==> config.mk <==
export PLATFORM = sky130hd
export DESIGN_NAME = pattern_scheduler
export DESIGN_NICKNAME = d
export VERILOG_FILES = /design/src/rtl/pattern_scheduler_pkg.sv /design/src/rtl/pattern_scheduler_btn_edge_sync.sv /design/src/rtl/pattern_scheduler.sv
export SDC_FILE = /design/constraint.sdc
export NUM_CORES = 1
export LEC_CHECK = 0
export CORE_ASPECT_RATIO = 0.5
export CORE_MARGIN = 1.5
export CORE_UTILIZATION = 39
export CTS_CLUSTER_DIAMETER = 40
export DETAILED_ROUTE_END_ITERATION = 6
export GPL_ROUTABILITY_DRIVEN = 0
export PLACE_DENSITY = 0.71
export SYNTH_ARGS = -nofsm -noshare
export SYNTH_HDL_FRONTEND = slang
export SYNTH_SLANG_ARGS = --single-unit
==> constraint.sdc <==
create_clock -name clk -period 2.8 [get_ports clk]
set_input_delay 0.28 -clock clk [delete_from_list [all_inputs] [get_ports clk]]
set_output_delay 0.28 -clock clk [all_outputs]
set_load 0.02 [all_outputs]
==> src/rtl/pattern_scheduler_pkg.sv <==
// Shared types and constants for the VGA pattern sequencer: FSM encoding,
// default parameters, counter widths and the step-size wrap helper.
package pattern_scheduler_pkg;

    typedef enum logic [1:0] {
        ST_RUN     = 2'd0,
        ST_PENDING = 2'd1,
        ST_BLANK   = 2'd2
    } sched_state_t;

    localparam int DEF_NUM_PATTERNS = 2;
    localparam int DEF_PAT_W        = 2;
    localparam int DEF_DWELL_FRAMES = 240;
    localparam int DEF_BLANK_FRAMES = 2;

    localparam int FRAME_CNT_W = 10;
    localparam int BLANK_CNT_W = 4;

    localparam logic [2:0] STEP_MIN = 3'd1;
    localparam logic [2:0] STEP_MAX = 3'd7;

    // Animation step cycles 1..7; zero is never a legal step.
    function automatic logic [2:0] next_step(input logic [2:0] step);
        return (step == STEP_MAX) ? STEP_MIN : step + 3'd1;
    endfunction

endpackage

==> src/rtl/pattern_scheduler_btn_edge_sync.sv <==
// Two-flop synchronizer for an asynchronous push button followed by a
// rising-edge detector; rise is a single-cycle pulse in the clk domain.
module btn_edge_sync (
    input  logic clk,
    input  logic rst,
    input  logic btn,
    output logic rise
);

    // sync[0], sync[1] form the synchronizer; sync[2] holds the previous level.
    logic [2:0] sync;

    always_ff @(posedge clk or posedge rst) begin
        if (rst) begin
            sync <= '0;
        end else begin
            sync <= {sync[1:0], btn};
        end
    end

    assign rise = sync[1] & ~sync[2];

endmodule

==> src/rtl/pattern_scheduler.sv <==
// Frame-synchronous playlist sequencer: owns pattern index, pause and step size,
// switching patterns only at frame origin and inserting blank frames afterwards.
module pattern_scheduler
    import pattern_scheduler_pkg::*;
#(
    parameter int NUM_PATTERNS = DEF_NUM_PATTERNS,
    parameter int PAT_W        = DEF_PAT_W,
    parameter int DWELL_FRAMES = DEF_DWELL_FRAMES,
    parameter int BLANK_FRAMES = DEF_BLANK_FRAMES
) (
    input  logic             clk,
    input  logic             rst,
    input  logic             vsync,
    input  logic             frame_origin,
    input  logic             auto_en,
    input  logic             btn_next,
    input  logic             btn_pause,
    input  logic             btn_speed,
    output logic [PAT_W-1:0] pattern_sel,
    output logic             paused,
    output logic [2:0]       step_size,
    output logic             blank,
    output logic             switched,
    output sched_state_t     fsm_state
);

    localparam logic [FRAME_CNT_W-1:0] DWELL_LAST = FRAME_CNT_W'(DWELL_FRAMES - 1);
    localparam logic [BLANK_CNT_W-1:0] BLANK_LAST = BLANK_CNT_W'(BLANK_FRAMES - 1);
    localparam logic [PAT_W-1:0]       PAT_LAST   = PAT_W'(NUM_PATTERNS - 1);

    sched_state_t           state;
    sched_state_t           state_next;
    logic                   vsync_q;
    logic                   frame_tick;
    logic                   next_rise;
    logic                   pause_rise;
    logic                   speed_rise;
    logic                   pause_req;
    logic                   speed_req;
    logic [FRAME_CNT_W-1:0] frame_cnt;
    logic [BLANK_CNT_W-1:0] blank_cnt;
    logic                   armed;
    logic                   counting;
    logic                   dwell_hit;
    logic                   do_switch;

    btn_edge_sync u_sync_next  (.clk(clk), .rst(rst), .btn(btn_next),  .rise(next_rise));
    btn_edge_sync u_sync_pause (.clk(clk), .rst(rst), .btn(btn_pause), .rise(pause_rise));
    btn_edge_sync u_sync_speed (.clk(clk), .rst(rst), .btn(btn_speed), .rise(speed_rise));

    assign frame_tick = vsync & ~vsync_q;
    assign counting   = auto_en & ~paused;
    assign dwell_hit  = frame_tick & counting & (frame_cnt == DWELL_LAST);
    assign blank      = (state == ST_BLANK);
    assign fsm_state  = state;

    // A next press outside RUN is simply not looked at, so presses never queue.
    always_comb begin
        state_next = state;
        do_switch  = 1'b0;
        case (state)
            ST_RUN: begin
                if (next_rise || dwell_hit) begin
                    state_next = ST_PENDING;
                end
            end
            ST_PENDING: begin
                if (armed && frame_origin) begin
                    do_switch  = 1'b1;
                    state_next = (BLANK_FRAMES == 0) ? ST_RUN : ST_BLANK;
                end
            end
            ST_BLANK: begin
                if (frame_tick && (blank_cnt == BLANK_LAST)) begin
                    state_next = ST_RUN;
                end
            end
            default: state_next = ST_RUN;
        endcase
    end

    always_ff @(posedge clk or posedge rst) begin
        if (rst) begin
            vsync_q     <= 1'b1;
            state       <= ST_RUN;
            frame_cnt   <= '0;
            blank_cnt   <= '0;
            armed       <= 1'b0;
            pause_req   <= 1'b0;
            speed_req   <= 1'b0;
            pattern_sel <= '0;
            paused      <= 1'b0;
            step_size   <= STEP_MIN;
            switched    <= 1'b0;
        end else begin
            vsync_q  <= vsync;
            state    <= state_next;
            switched <= do_switch;
            // Armed only once frame_origin has been seen low inside PENDING, so an
            // origin already high on entry does not trigger the switch.
            armed    <= (state == ST_PENDING) && !do_switch && (armed || !frame_origin);

            if (do_switch) begin
                pattern_sel <= (pattern_sel == PAT_LAST) ? '0 : pattern_sel + PAT_W'(1);
            end

            pause_req <= (pause_req & ~frame_tick) | pause_rise;
            if (frame_tick && pause_req) begin
                paused <= ~paused;
            end

            speed_req <= (speed_req & ~frame_tick) | speed_rise;
            if (frame_tick && speed_req) begin
                step_size <= next_step(step_size);
            end

            if (state != ST_RUN || state_next != ST_RUN) begin
                frame_cnt <= '0;
            end else if (frame_tick && counting) begin
                frame_cnt <= frame_cnt + FRAME_CNT_W'(1);
            end

            if (state != ST_BLANK) begin
                blank_cnt <= '0;
            end else if (frame_tick) begin
                blank_cnt <= blank_cnt + BLANK_CNT_W'(1);
            end
        end
    end

endmodule
After elaboration in Yosys (flattened, before gate mapping) --
Index checks and enable logic that the tools add are counted.
Word-level totals: input port bits 8, register bits 36, logic and storage cells 71, output and inout bits 10
Operators by class: add/subtract/negate cells 4, eq/ne operators 7, mux-type cells 12, reductions and logical operators 17, bitwise operators 17
Operators with widths (number):
- $mux W10 | 2
- $add A10 B1 Y10 const B | 1
- $eq A10 B8 Y1 const B | 1
- $and A1 B1 Y1 | 9
- $mux W2 | 4
- $mux W4 | 2
- $reduce_bool A2 Y1 | 4
- $logic_and A1 B1 Y1 | 7
- $not A1 Y1 | 6
- $pmux W2 S3 | 1
- $add A4 B1 Y4 const B | 1
- $eq A2 B1 Y1 const B | 2
- $eq A4 B1 Y1 const B | 1
- $add A3 B1 Y3 const B | 1
- $eq A3 B3 Y1 const B | 1
- $logic_or A1 B1 Y1 | 3
- $mux W3 | 1
- $add A2 B1 Y2 const B | 1
- $eq A2 B2 Y1 const B | 1
- $logic_not A1 Y1 | 2
- $logic_not A2 Y1 | 1
- $mux W1 | 2
- $ne A2 B2 Y1 const B | 1
- $or A1 B1 Y1 | 2

Logic depth before layout (Yosys ltp) --
Gate-level depths: netlist (run 1).
depth after elaboration 10, mapped depth 5, mapped depth without buffers 5

Hierarchy --
From an unflattened synthesis (run 1), not the netlist that was laid out.
Second synthesis, totals: cells, all modules 126, area, all modules 1506.4 µm²
Modules (own cells, without submodules):
- pattern_scheduler | cells each 111, instances 1, area each 1228.7 µm²
- btn_edge_sync | cells each 5, instances 3, area each 92.6 µm²

Least setup slack after synthesis (run 1) --
OpenSTA, ideal clock, no wires.
kind register to register, start point register vsync_q, end point register state[0], in the netlist fsm_state[0], data arrival time 1.254 ns, setup time 0.124 ns, path buffers 1, stages on the path, launching flop included 6, slack 1.422 ns, data required time 2.676 ns, cell sequence dfstp_2 > and4bb_2 > buf_6 > nand2_4 > nor2_1 > o31a_1
Between the ends: longest elaborated chain between the ends 7
Ends and longest elaborated chain:
- start, declared | line pattern_scheduler.sv:33 | logic vsync_q;
- start signal, assigned | line pattern_scheduler.sv:96 | vsync_q <= vsync;
- $not A1 Y1 * | line pattern_scheduler.sv:51 | assign frame_tick = vsync & ~vsync_q;
- $and A1 B1 Y1 * | line pattern_scheduler.sv:51
- $and A1 B1 Y1 (2 in series) | line pattern_scheduler.sv:53 | assign dwell_hit = frame_tick & counting & (frame_cnt == DWELL_LAST);
- $logic_or A1 B1 Y1 | line pattern_scheduler.sv:63 | if (next_rise || dwell_hit) begin
- $mux W2 | line pattern_scheduler.sv:63
- $pmux W2 S3 * | line pattern_scheduler.sv:61 | case (state)
- via state_next[0] | line pattern_scheduler.sv:32 | sched_state_t state_next;
- end signal, assigned | line pattern_scheduler.sv:97 | state <= state_next;
- end, declared | line pattern_scheduler.sv:31 | sched_state_t state;
The timed path passes the listed nets; every way through them passes the cells marked *. A chain may end at the register's enable or synchronous reset.

Final worst setup path (run 1) --
start point register state[0], in the netlist fsm_state[0], end point output port blank
Between the ends: longest elaborated chain between the ends 1
Ends and longest elaborated chain:
- $eq A2 B2 Y1 | line pattern_scheduler.sv:54 | assign blank = (state == ST_BLANK);
- end, declared | line pattern_scheduler.sv:22 | output logic blank,
No other way between the ends.

==> reports/qor.csv, run 1 <==
stage,metric,value,unit
status,outcome,completed,
synthesis,synth_cell_types,32,
detailed_routing,drtIter0Drc,27,
synthesis,postSynthAreaPerCell,12.0,um^2
sta,worstMarginPinSlew,501,ps
synthesis,synthCells,124,
synthesis,yosys_warnings,0,
final_layout,fill_cells,320,
sta,finClkSkew,6.13,ps
detailed_routing,avgViaCountPerCell,4.59,
global_routing,grt_max_degree,16,
clocking,cts_buffers,5,
global_routing,grt_pass1_wl,4070,um
detailed_routing,wl_per_cell,11.2,um
global_routing,grt_usage,0.133,
clocking,cts_tree,built,
critical_path,required,2520,ps
floorplan,core,0.00355,mm^2
synthesis,yosysSeqAreaShare,0.608,
clocking,path_clk_slew,70,ps
placed_design,io_buffers,17,
detailed_routing,remaining_drc_errors,0,
placed_design,dp_cells,193,
pwr,p_leak,0.824,nW
final_layout,diodes,0,
detailed_routing,first_pass_iters,4,
sta,timing.final.max_slew_violations,0,
critical_path,worst_ep_arrival_time,1660,ps
sta,finalSetupViolCount,0,
synthesis,syn_nets,137,
floorplan,die_w,90.3,um
clocking,clk_latency,290,ps
sta,period_minus_slack,1940,ps
clocking,holdBufCountCts,0,
global_routing,grt_overflow,0,
critical_path,crit_type,reg -> out,
sta,rsz0062_at_grt,false,
floorplan,die_height,46.7,um
floorplan,io_pins,18,
sta,period_share,0.694,
detailed_routing,ant_nets,0,
clocking,ctsResizeCount,0,
placed_design,dpl.hpwl,1620,um
pwr,powerDensity,761,mW/mm^2
clocking,cts_root_buf,clkbuf_8,
final_layout,drive_gt1_frac,0.113,
final_layout,area_growth,22.2,%
critical_path,cp_max_fo,7,
global_routing,antenna_found_initial,0,
placed_design,postPlaceCellArea,0.00172,mm^2
sta,timing.hold.ws,314,ps
sta,finalHoldViolCount,0,
global_routing,first_global_vias,918,
clocking,cts_buffer_depth,2,
clocking,post_cts_buffers,0,
final_layout,regArea,903,um^2
sta,fin_tns_setup,0,ps
final_layout,finalNonFillerCells,201,
final_layout,multi_input_area,549,um^2
synthesis,syn-cell-area,0.00149,mm^2
detailed_routing,wl,2250,um
critical_path,r2r_cells,4,
pwr,power,1.38,mW
min_path,hold_path_class,in -> async,
clocking,cts_num_sinks,36,
synthesis,ys_ff_latch,36,
pwr,irDropWorstVdd,0.237,mV
sta,slew_headroom,0.666,
floorplan,initial_core_util,0.419,
critical_path,cp-end-kind,output port,
final_layout,layout.nets,162,
critical_path,startpoint_type,flop,
clocking,cts.htree.levels,2,
floorplan,placementRows,15,
final_layout,design_area,0.00182,mm^2
floorplan,fp.dieArea,0.00421,mm^2
sta,max_freq,515,MHz
job,maxCapViolations,0,
detailed_routing,vias,922,
==> synth_stat cells <==
cell,number,area share
inv_1,6,0.015
nand4_1,6,0.025
nand2_4,1,0.0076
o31a_1,1,0.0059
nor2_1,16,0.040
and2_1,2,0.0084
nand2b_1,2,0.0084
nand2_2,1,0.0042
a21oi_1,2,0.0067
nand2_1,7,0.018
ha_1,5,0.042
or2b_1,1,0.0051
a21boi_0,1,0.0051
mux2i_1,1,0.0067
nand3_1,1,0.0034
and4_1,1,0.0059
o21ai_0,4,0.013
a31oi_1,1,0.0042
xnor2_1,5,0.029
nor3_1,2,0.0067
buf_6,1,0.0076
mux2_2,1,0.0076
nor2b_1,2,0.0084
and4bb_2,1,0.0084
nor3b_1,2,0.010
dfstp_2,2,0.035
nor4b_1,1,0.0059
and3_1,3,0.013
xor2_1,9,0.053
nand4b_1,1,0.0059
o21ai_4,1,0.011
dfrtp_1,34,0.57
==> cell families (layout without fill, tap and decap cells) <==
kind of cell | after synthesis | in the layout | share of synthesized area
DFF | 36 | 36 | 0.608
adders and majority gates | 5 | 5 | 0.0421
xor gates and xnor gates | 14 | 14 | 0.0825
and+or+nand+nor | 50 | 50 | 0.184
buffers and inverters | 7 | 33 | 0.0227
muxes | 2 | 2 | 0.0143
AOI/OAI and AO/OA | 10 | 10 | 0.0463
==> per-stage QoR <==
stage,worst slack (ps),utilization
after floorplan,1420,-
after global placement,1010,0.486
after detailed placement,985,0.486
after CTS,833,0.512
after global routing,778,0.512
final,856,0.512
==> where the power goes <==
group	internal (mW)	leakage [nW]	switching, mW	total (mW)
logic	0.178	0.316	0.177	0.355
clock network	0.196	0.0510	0.174	0.370
registers	0.595	0.457	0.0614	0.657
total	0.969	0.824	0.412	1.38
==> state kept, by name, summed over array words and instances (netlist names), 2 cells and up <==
name and count:
u_sync_pause.sync 3, u_sync_next.sync 3, frame_cnt 10, u_sync_speed.sync 3, pattern_sel 2, blank_cnt 4
fsm_state 2, step_size 3
==> final timing paths <==
| path | from | to | slack [ps] |
|---|---|---|---|
| max reg2reg | paused | frame_cnt[8] | 1340 |
| max in group asynchronous | rst | step_size[0] | 1840 |
| max | fsm_state[0] | blank | 860 |
| min reg2reg | u_sync_next.sync[0] | u_sync_next.sync[1] | 350 |
| min | rst | u_sync_next.sync[2] | 310 |
| min in group clk | u_sync_next.sync[0] | u_sync_next.sync[1] | 350 |
==> critical path, stage by stage (launching register included) <==
cell and delay [ps]:
dfrtp_1 440, nand2b_1 260, inv_1 90, clkdlybuf4s50_1 590
==> layout make-up <==
| type | count | area share |
|---|---|---|
| clock inverters | 2 | 0.00551 |
| inverters | 6 | 0.0124 |
| well taps | 51 | 0.0351 |
| multi-input cells | 81 | 0.302 |
| flip-flops and latches | 36 | 0.497 |
| repair buffers | 19 | 0.102 |
| clock buffers | 6 | 0.0455 |
==> routing by layer <==
metal	part of all wire	routed length (um)	up-vias	global-route usage
met1	0.49	1110	437	0.164
met2	0.44	980	15	0.200
met4	0.028	62	0	0.0952
met3	0.042	94	7	0.0495
li1	-	-	463	-
met5	0	0	-	0
==> cells in the final DEF, fill, tap and decap left out, types with 3 or more instances in the layout <==
| cell type | count |
|---|---|
| dfrtp_1 | 34 |
| clkdlybuf4s50_1 | 17 |
| nor2_1 | 16 |
| xor2_1 | 9 |
| nand2_1 | 7 |
| nand4_1 | 6 |
| inv_1 | 6 |
| clkbuf_8 | 6 |
| xnor2_1 | 5 |
| ha_1 | 5 |
| o21ai_0 | 4 |
| and3_1 | 3 |
No activity file was read; power rests on OpenSTA's default activity.
==> run 2: changes to the inputs <==
--- a/config.mk
+++ b/config.mk
@@ -11,7 +11,7 @@
 export CTS_CLUSTER_DIAMETER = 40
 export DETAILED_ROUTE_END_ITERATION = 6
 export GPL_ROUTABILITY_DRIVEN = 0
-export PLACE_DENSITY = 0.71
+export PLACE_DENSITY = 0.74
 export SYNTH_ARGS = -nofsm -noshare
 export SYNTH_HDL_FRONTEND = slang
 export SYNTH_SLANG_ARGS = --single-unit
==> constraint.sdc (replaced) <==
create_clock -name clk -period 1.7 [get_ports clk]
set_input_delay 0.17 -clock clk [delete_from_list [all_inputs] [get_ports clk]]
set_output_delay 0.17 -clock clk [all_outputs]
set_load 0.02 [all_outputs]
==> run 2 against run 1 <==
  * Critical path depth is 2 lower
  * Combinational power is 75% higher
  * Final cell count grew 1.5%
  * Global-route usage down 0.44 points
  * Die area did not move
  * Critical path type unchanged
  * Register-to-register slack worse by 1100 ps
  * Largest cell class unchanged
  * Critical endpoint is now step_size[0]
  * Hold slack lost 31 ps
  * Non-clock buffer count grew 4
  * Largest power group unchanged
  * Wire length rose by 1.4%
  * Design area is 0.96% higher
==> reports/qor.csv, run 2 (synthesis gave the netlist of run 1 again) <==
stage,metric,value,unit,change
clocking,cts_root_buf,clkbuf_8,,unchanged
critical_path,cp_max_fo,4,,was 7
critical_path,r2r_cells,5,,was 4
critical_path,startpoint_type,flop,,unchanged
sta,finalHoldViolCount,0,,unchanged
pwr,power,2.24,mW,was 1.38 mW
critical_path,cp.depth,1,,was 3
sta,period_share,0.952,,
critical_path,crit_path_max_incr_delay,610,ps,was 590 ps
sta,timing.hold.ws,284,ps,was 314 ps
placed_design,io_buffers,17,,unchanged
final_layout,layout_commonest_cell,dfrtp_1,,unchanged
clocking,cts_tree,built,,unchanged
sta,finalSetupViolCount,0,,unchanged
critical_path,critPathTopFamily,buffers and inverters,,unchanged
final_layout,regArea,903,um^2,unchanged
critical_path,cp-end-kind,output port,,unchanged
global_routing,grt_overflow,0,,unchanged
min_path,hold_path_class,in -> async,,unchanged
critical_path,regToRegEndpoint,fsm_state[0],,was frame_cnt[8]
final_layout,area_growth,23.4,%,was 22.2%
detailed_routing,remaining_drc_errors,0,,unchanged
detailed_routing,vias,929,,was 922
global_routing,grt_pass1_wl,3980,um,was 4070 um
global_routing,antenna_found_initial,0,,unchanged
final_layout,layout.nets,166,,was 162
final_layout,top_register,frame_cnt,,unchanged
floorplan,placementRows,15,,unchanged
floorplan,fp.dieArea,0.00421,mm^2,unchanged
clocking,path_clk_slew,70,ps,about the same
floorplan,die_height,46.7,um,unchanged
sta,max_freq,618,MHz,
pwr,powerDensity,1220,mW/mm^2,was 761 mW/mm^2
clocking,cts_num_sinks,36,,unchanged
sta,finClkSkew,7.12,ps,was 6.13 ps
final_layout,final_cell_mix,"dfrtp_1 (34), nor2_1 (16), clkdlybuf4s50_1 (16)",,"was dfrtp_1 (34), clkdlybuf4s50_1 (17), nor2_1 (16)"
detailed_routing,wl,2280,um,was 2250 um
global_routing,grt_usage,0.129,,was 0.133
clocking,clk_latency,280,ps,was 290 ps
critical_path,worst_ep_arrival_time,1450,ps,was 1660 ps
clocking,cts.htree.levels,2,,unchanged
critical_path,required,1530,ps,was 2520 ps
floorplan,die_w,90.3,um,unchanged
critical_path,r2r_setup_slack,290,ps,was 1340 ps
critical_path,crit_type,reg -> out,,unchanged
sta,worstMarginPinSlew,431,ps,was 501 ps
sta,rsz0062_at_grt,false,,unchanged
final_layout,diodes,0,,unchanged
floorplan,initial_core_util,0.419,,unchanged
clocking,post_cts_buffers,0,,unchanged
critical_path,cp_num_buf_inv,1,,was 2
final_layout,drive_gt1_frac,0.124,,was 0.113
critical_path,timing.critical_path.from,step_size[0],,was fsm_state[0]
critical_path,slowest_stage,clkdlybuf4s50_1,,unchanged
detailed_routing,wl_per_cell,11.2,um,about the same
clocking,cts_buffer_depth,2,,unchanged
critical_path,crit_chain,clkdlybuf4s50_1,,was nand2b_1 -> inv_1 -> clkdlybuf4s50_1
clocking,cts_buffers,5,,unchanged
critical_path,crit_end,step_size[0],,was blank
status,outcome,completed,,unchanged
placed_design,dpl.hpwl,1570,um,was 1620 um
global_routing,grt_max_degree,37,,was 16
sta,slew_headroom,0.712,,was 0.666
final_layout,largestRegisters,"frame_cnt x10, blank_cnt x4",,unchanged
floorplan,io_pins,18,,unchanged
floorplan,core,0.00355,mm^2,unchanged
final_layout,multi_input_area,549,um^2,unchanged
sta,period_minus_slack,1620,ps,
detailed_routing,drtIter0Drc,23,,was 27
pwr,p_leak,0.851,nW,was 0.824 nW
sta,fin_tns_setup,0,ps,unchanged
clocking,holdBufCountCts,0,,unchanged
sta,timing.final.max_slew_violations,0,,unchanged
job,maxCapViolations,0,,unchanged
detailed_routing,first_pass_iters,4,,unchanged
final_layout,post-route-util,0.517,,was 0.512
detailed_routing,avgViaCountPerCell,4.55,,was 4.59
critical_path,reg2reg_from,frame_cnt[0],,was paused
pwr,irDropWorstVdd,0.357,mV,was 0.237 mV
clocking,ctsResizeCount,0,,unchanged
global_routing,first_global_vias,916,,was 918
final_layout,fill_cells,300,,was 320
detailed_routing,ant_nets,0,,unchanged
final_layout,largest_register_ffs,10,,unchanged
## run 2: worst min-delay path by stage
stage / startpoint / endpoint / slack (ps)
6_report: rst / u_sync_pause.sync[1] / 280
5_1_grt: btn_speed / u_sync_speed.sync[0] / 330
4_1_cts: rst / u_sync_speed.sync[2] / 290
3_5_place_dp: u_sync_speed.sync[0] / u_sync_speed.sync[1] / 340
3_3_place_gp: u_sync_next.sync[0] / u_sync_next.sync[1] / 330
2_1_floorplan: vsync / vsync_q / 170
## run 2: report_power, final
group / leakage (nW) / switching [mW] / internal, mW / total, mW
Clock: 0.0410 / 0.272 / 0.278 / 0.550
Sequential: 0.457 / 0.0855 / 0.981 / 1.07
Combinational: 0.353 / 0.305 / 0.318 / 0.623
## run 2: final cells by class
cell class	count	share of cell area
clock buffer	6	0.0396
clock inverter	1	0.00273
inverter	6	0.0123
timing repair buffer	23	0.119
sequential	36	0.492
tap	51	0.0348
multi-input combinational	81	0.299
## run 2: per-layer routing
layer / vias up / track usage / share of wire
met5: - / 0 / 0
met4: 0 / 0.0762 / 0.018
met3: 4 / 0.0512 / 0.043
met2: 13 / 0.194 / 0.44
met1: 443 / 0.162 / 0.50
li1: 469 / - / -
## run 2: through the flow
stage / cells / setup slack [ps] / instance area [um^2]
global route: 204 / 37.0 / 1830
detailed placement: 197 / 68.8 / 1750
finish: 204 / 80.8 / 1830
CTS: 204 / 60.4 / 1830
global placement: 197 / 101 / 1750
floorplan: 124 / 322 / 1490
==> run 3: changes to the inputs <==
--- a/config.mk
+++ b/config.mk
@@ -8,10 +8,10 @@
 export CORE_ASPECT_RATIO = 0.5
 export CORE_MARGIN = 1.5
 export CORE_UTILIZATION = 39
-export CTS_CLUSTER_DIAMETER = 40
 export DETAILED_ROUTE_END_ITERATION = 6
 export GPL_ROUTABILITY_DRIVEN = 0
 export PLACE_DENSITY = 0.74
+export RECOVER_POWER = 50
 export SYNTH_ARGS = -nofsm -noshare
 export SYNTH_HDL_FRONTEND = slang
 export SYNTH_SLANG_ARGS = --single-unit
==> constraint.sdc (replaced) <==
create_clock -name clk -period 1.7 [get_ports clk]
set_input_delay 0.255 -clock clk [delete_from_list [all_inputs] [get_ports clk]]
set_output_delay 0.255 -clock clk [all_outputs]
set_load 0.02 [all_outputs]
==> run 3 against run 2 <==
  * Combinational power decreased by 0.8%
  * Final cell count rose by 0.49%
  * Design area increased by 1.0%
  * Critical endpoint is now fsm_state[0]
==> reports/qor.csv, run 3 (synthesis gave the netlist of run 1 again) <==
stage,metric,value,unit,change
status,outcome,completed,,unchanged
sta,period_minus_slack,1610,ps,was 1620 ps
pwr,p_int,1.65,mW,was 1.58 mW
final_layout,diodes,0,,unchanged
final_layout,finalNonFillerCells,205,,was 204
clocking,cts_root_buf,clkbuf_8,,unchanged
pwr,switching_share,0.295,,was 0.296
pwr,powerDensity,1260,mW/mm^2,was 1220 mW/mm^2
sta,finalSetupViolCount,0,,unchanged
floorplan,core,0.00355,mm^2,unchanged
final_layout,layout.nets,167,,was 166
floorplan,fp.dieArea,0.00421,mm^2,unchanged
critical_path,cp-end-kind,output port,,unchanged
critical_path,crit_type,reg -> out,,unchanged
final_layout,largest_register_ffs,10,,unchanged
global_routing,antenna_found_initial,0,,unchanged
min_path,hold_path_class,reg -> reg,,was in -> async
sta,max_freq,622,MHz,was 618 MHz
placed_design,dpl.hpwl,1710,um,was 1570 um
critical_path,cp_max_fo,6,,was 4
sta,finClkSkew,2.06,ps,was 7.12 ps
global_routing,grt_overflow,0,,unchanged
sta,slew_headroom,0.429,,was 0.712
final_layout,layout_commonest_cell,dfrtp_1,,unchanged
pwr,combPwrFrac,0.265,,was 0.278
final_layout,drive_gt1_frac,0.136,,was 0.124
critical_path,crit_path_max_incr_delay,600,ps,was 610 ps
critical_path,worst_ep_arrival_time,1350,ps,was 1450 ps
detailed_routing,ant_nets,0,,unchanged
clocking,cts_buffer_depth,2,,unchanged
pwr,p_sw,0.688,mW,was 0.663 mW
clocking,path_clk_slew,70,ps,about the same
global_routing,grt_pass1_wl,4160,um,was 3980 um
sta,timing.final.max_slew_violations,0,,unchanged
detailed_routing,first_pass_iters,4,,unchanged
pwr,power_frac_seq,0.459,,was 0.476
critical_path,critPathTopFamily,buffers and inverters,,unchanged
job,maxCapViolations,0,,unchanged
clocking,cts_buffers,5,,unchanged
sta,rsz0062_at_grt,false,,unchanged
final_layout,largestRegisters,"frame_cnt x10, blank_cnt x4",,unchanged
sta,timing.hold.ws,353,ps,was 284 ps
clocking,cts.htree.levels,2,,unchanged
placed_design,dp_cells,198,,was 197
detailed_routing,drtIter0Drc,37,,was 23
global_routing,grt_max_degree,37,,unchanged
detailed_routing,wl_per_cell,11.9,um,was 11.2 um
final_layout,fill_cells,308,,was 300
pwr,p_leak,0.852,nW,was 0.851 nW
sta,worstMarginPinSlew,857,ps,was 431 ps
floorplan,initial_core_util,0.419,,unchanged
critical_path,cp_num_buf_inv,2,,was 1
floorplan,die_height,46.7,um,unchanged
pwr,power,2.33,mW,was 2.24 mW
sta,finalHoldViolCount,0,,unchanged
clocking,cts_tree,built,,unchanged
floorplan,io_pins,18,,unchanged
detailed_routing,wl,2440,um,was 2280 um
pwr,irDropWorstVdd,0.438,mV,was 0.357 mV
placed_design,io_buffers,17,,unchanged
critical_path,startpoint_type,flop,,unchanged
clocking,clk_latency,280,ps,about the same
pwr,clkPwrFrac,0.276,,was 0.246
detailed_routing,remaining_drc_errors,0,,unchanged
critical_path,crit_chain,buf_4 -> clkdlybuf4s50_1,,was clkdlybuf4s50_1
sta,period_share,0.946,,was 0.952
critical_path,slowest_stage,clkdlybuf4s50_1,,unchanged
detailed_routing,avgViaCountPerCell,4.57,,was 4.55
detailed_routing,vias,937,,was 929
global_routing,grt_usage,0.141,,was 0.129
final_layout,final_cell_mix,"dfrtp_1 (34), nor2_1 (16), clkdlybuf4s50_1 (10)",,"was dfrtp_1 (34), nor2_1 (16), clkdlybuf4s50_1 (16)"
final_layout,top_register,frame_cnt,,unchanged
global_routing,first_global_vias,953,,was 916
clocking,cts_num_sinks,36,,unchanged
critical_path,required,1440,ps,was 1530 ps
floorplan,die_w,90.3,um,unchanged
final_layout,area_growth,24.7,%,was 23.4%
clocking,holdBufCountCts,0,,unchanged
floorplan,placementRows,15,,unchanged
run 3: layer usage:
metal	track usage	share of wire	vias up
li1	-	-	471
met1	0.153	0.48	447
met5	0	0	-
met3	0.0495	0.032	7
met4	0.105	0.028	0
met2	0.241	0.46	12
run 3: power groups by stage:
stage	Clock [mW]	Combinational, mW	Sequential [mW]
2_1_floorplan	0	0.244	1.19
5_1_grt	0.709	0.687	1.09
3_3_place_gp	0	0.624	1.08
3_5_place_dp	0	0.641	1.09
4_1_cts	0.671	0.633	1.07
6_report	0.645	0.618	1.07
run 3: metrics by stage:
step                      setup TNS [ps]  cell area [um^2]  utilization  setup WS (ps)
after detailed placement            -100              1760        0.497          -23.1
after global routing                   0              1850        0.522           32.2
after CTS                              0              1860        0.523           74.8
after global placement                 0              1760        0.497           21.3
final                                  0              1850        0.522           91.5
after floorplan                        0              1490            -            322
run 3: final cells by class:
class | instances | area [um^2] | share of cell area
repair buffers | 24 | 218 | 0.117
inverters | 6 | 22.5 | 0.0122
clock buffers | 7 | 96.3 | 0.0520
multi-input cells | 81 | 549 | 0.296
well taps | 51 | 63.8 | 0.0344
flip-flops and latches | 36 | 903 | 0.488
run 3: final timing paths:
check / start / to / slack [ps] / depth (start not counted)
setup / recovery: fsm_state[0] / fsm_state[0] / 90 / 2
hold / removal: u_sync_next.sync[0] / u_sync_next.sync[1] / 350 / 0
setup reg to reg: frame_cnt[0] / fsm_state[0] / 190 / 6
hold reg to reg: u_sync_next.sync[0] / u_sync_next.sync[1] / 350 / 0
max in group asynchronous: rst / pattern_sel[0] / 510 / 3
min in group asynchronous: rst / u_sync_pause.sync[0] / 660 / 3
run 3: repair_timing:
| action | in CTS | in global routing |
|---|---|---|
| gates resized for setup | 2 | 0 |
| buffers inserted | 0 | 0 |
| setup endpoints to repair | 2 | 0 |
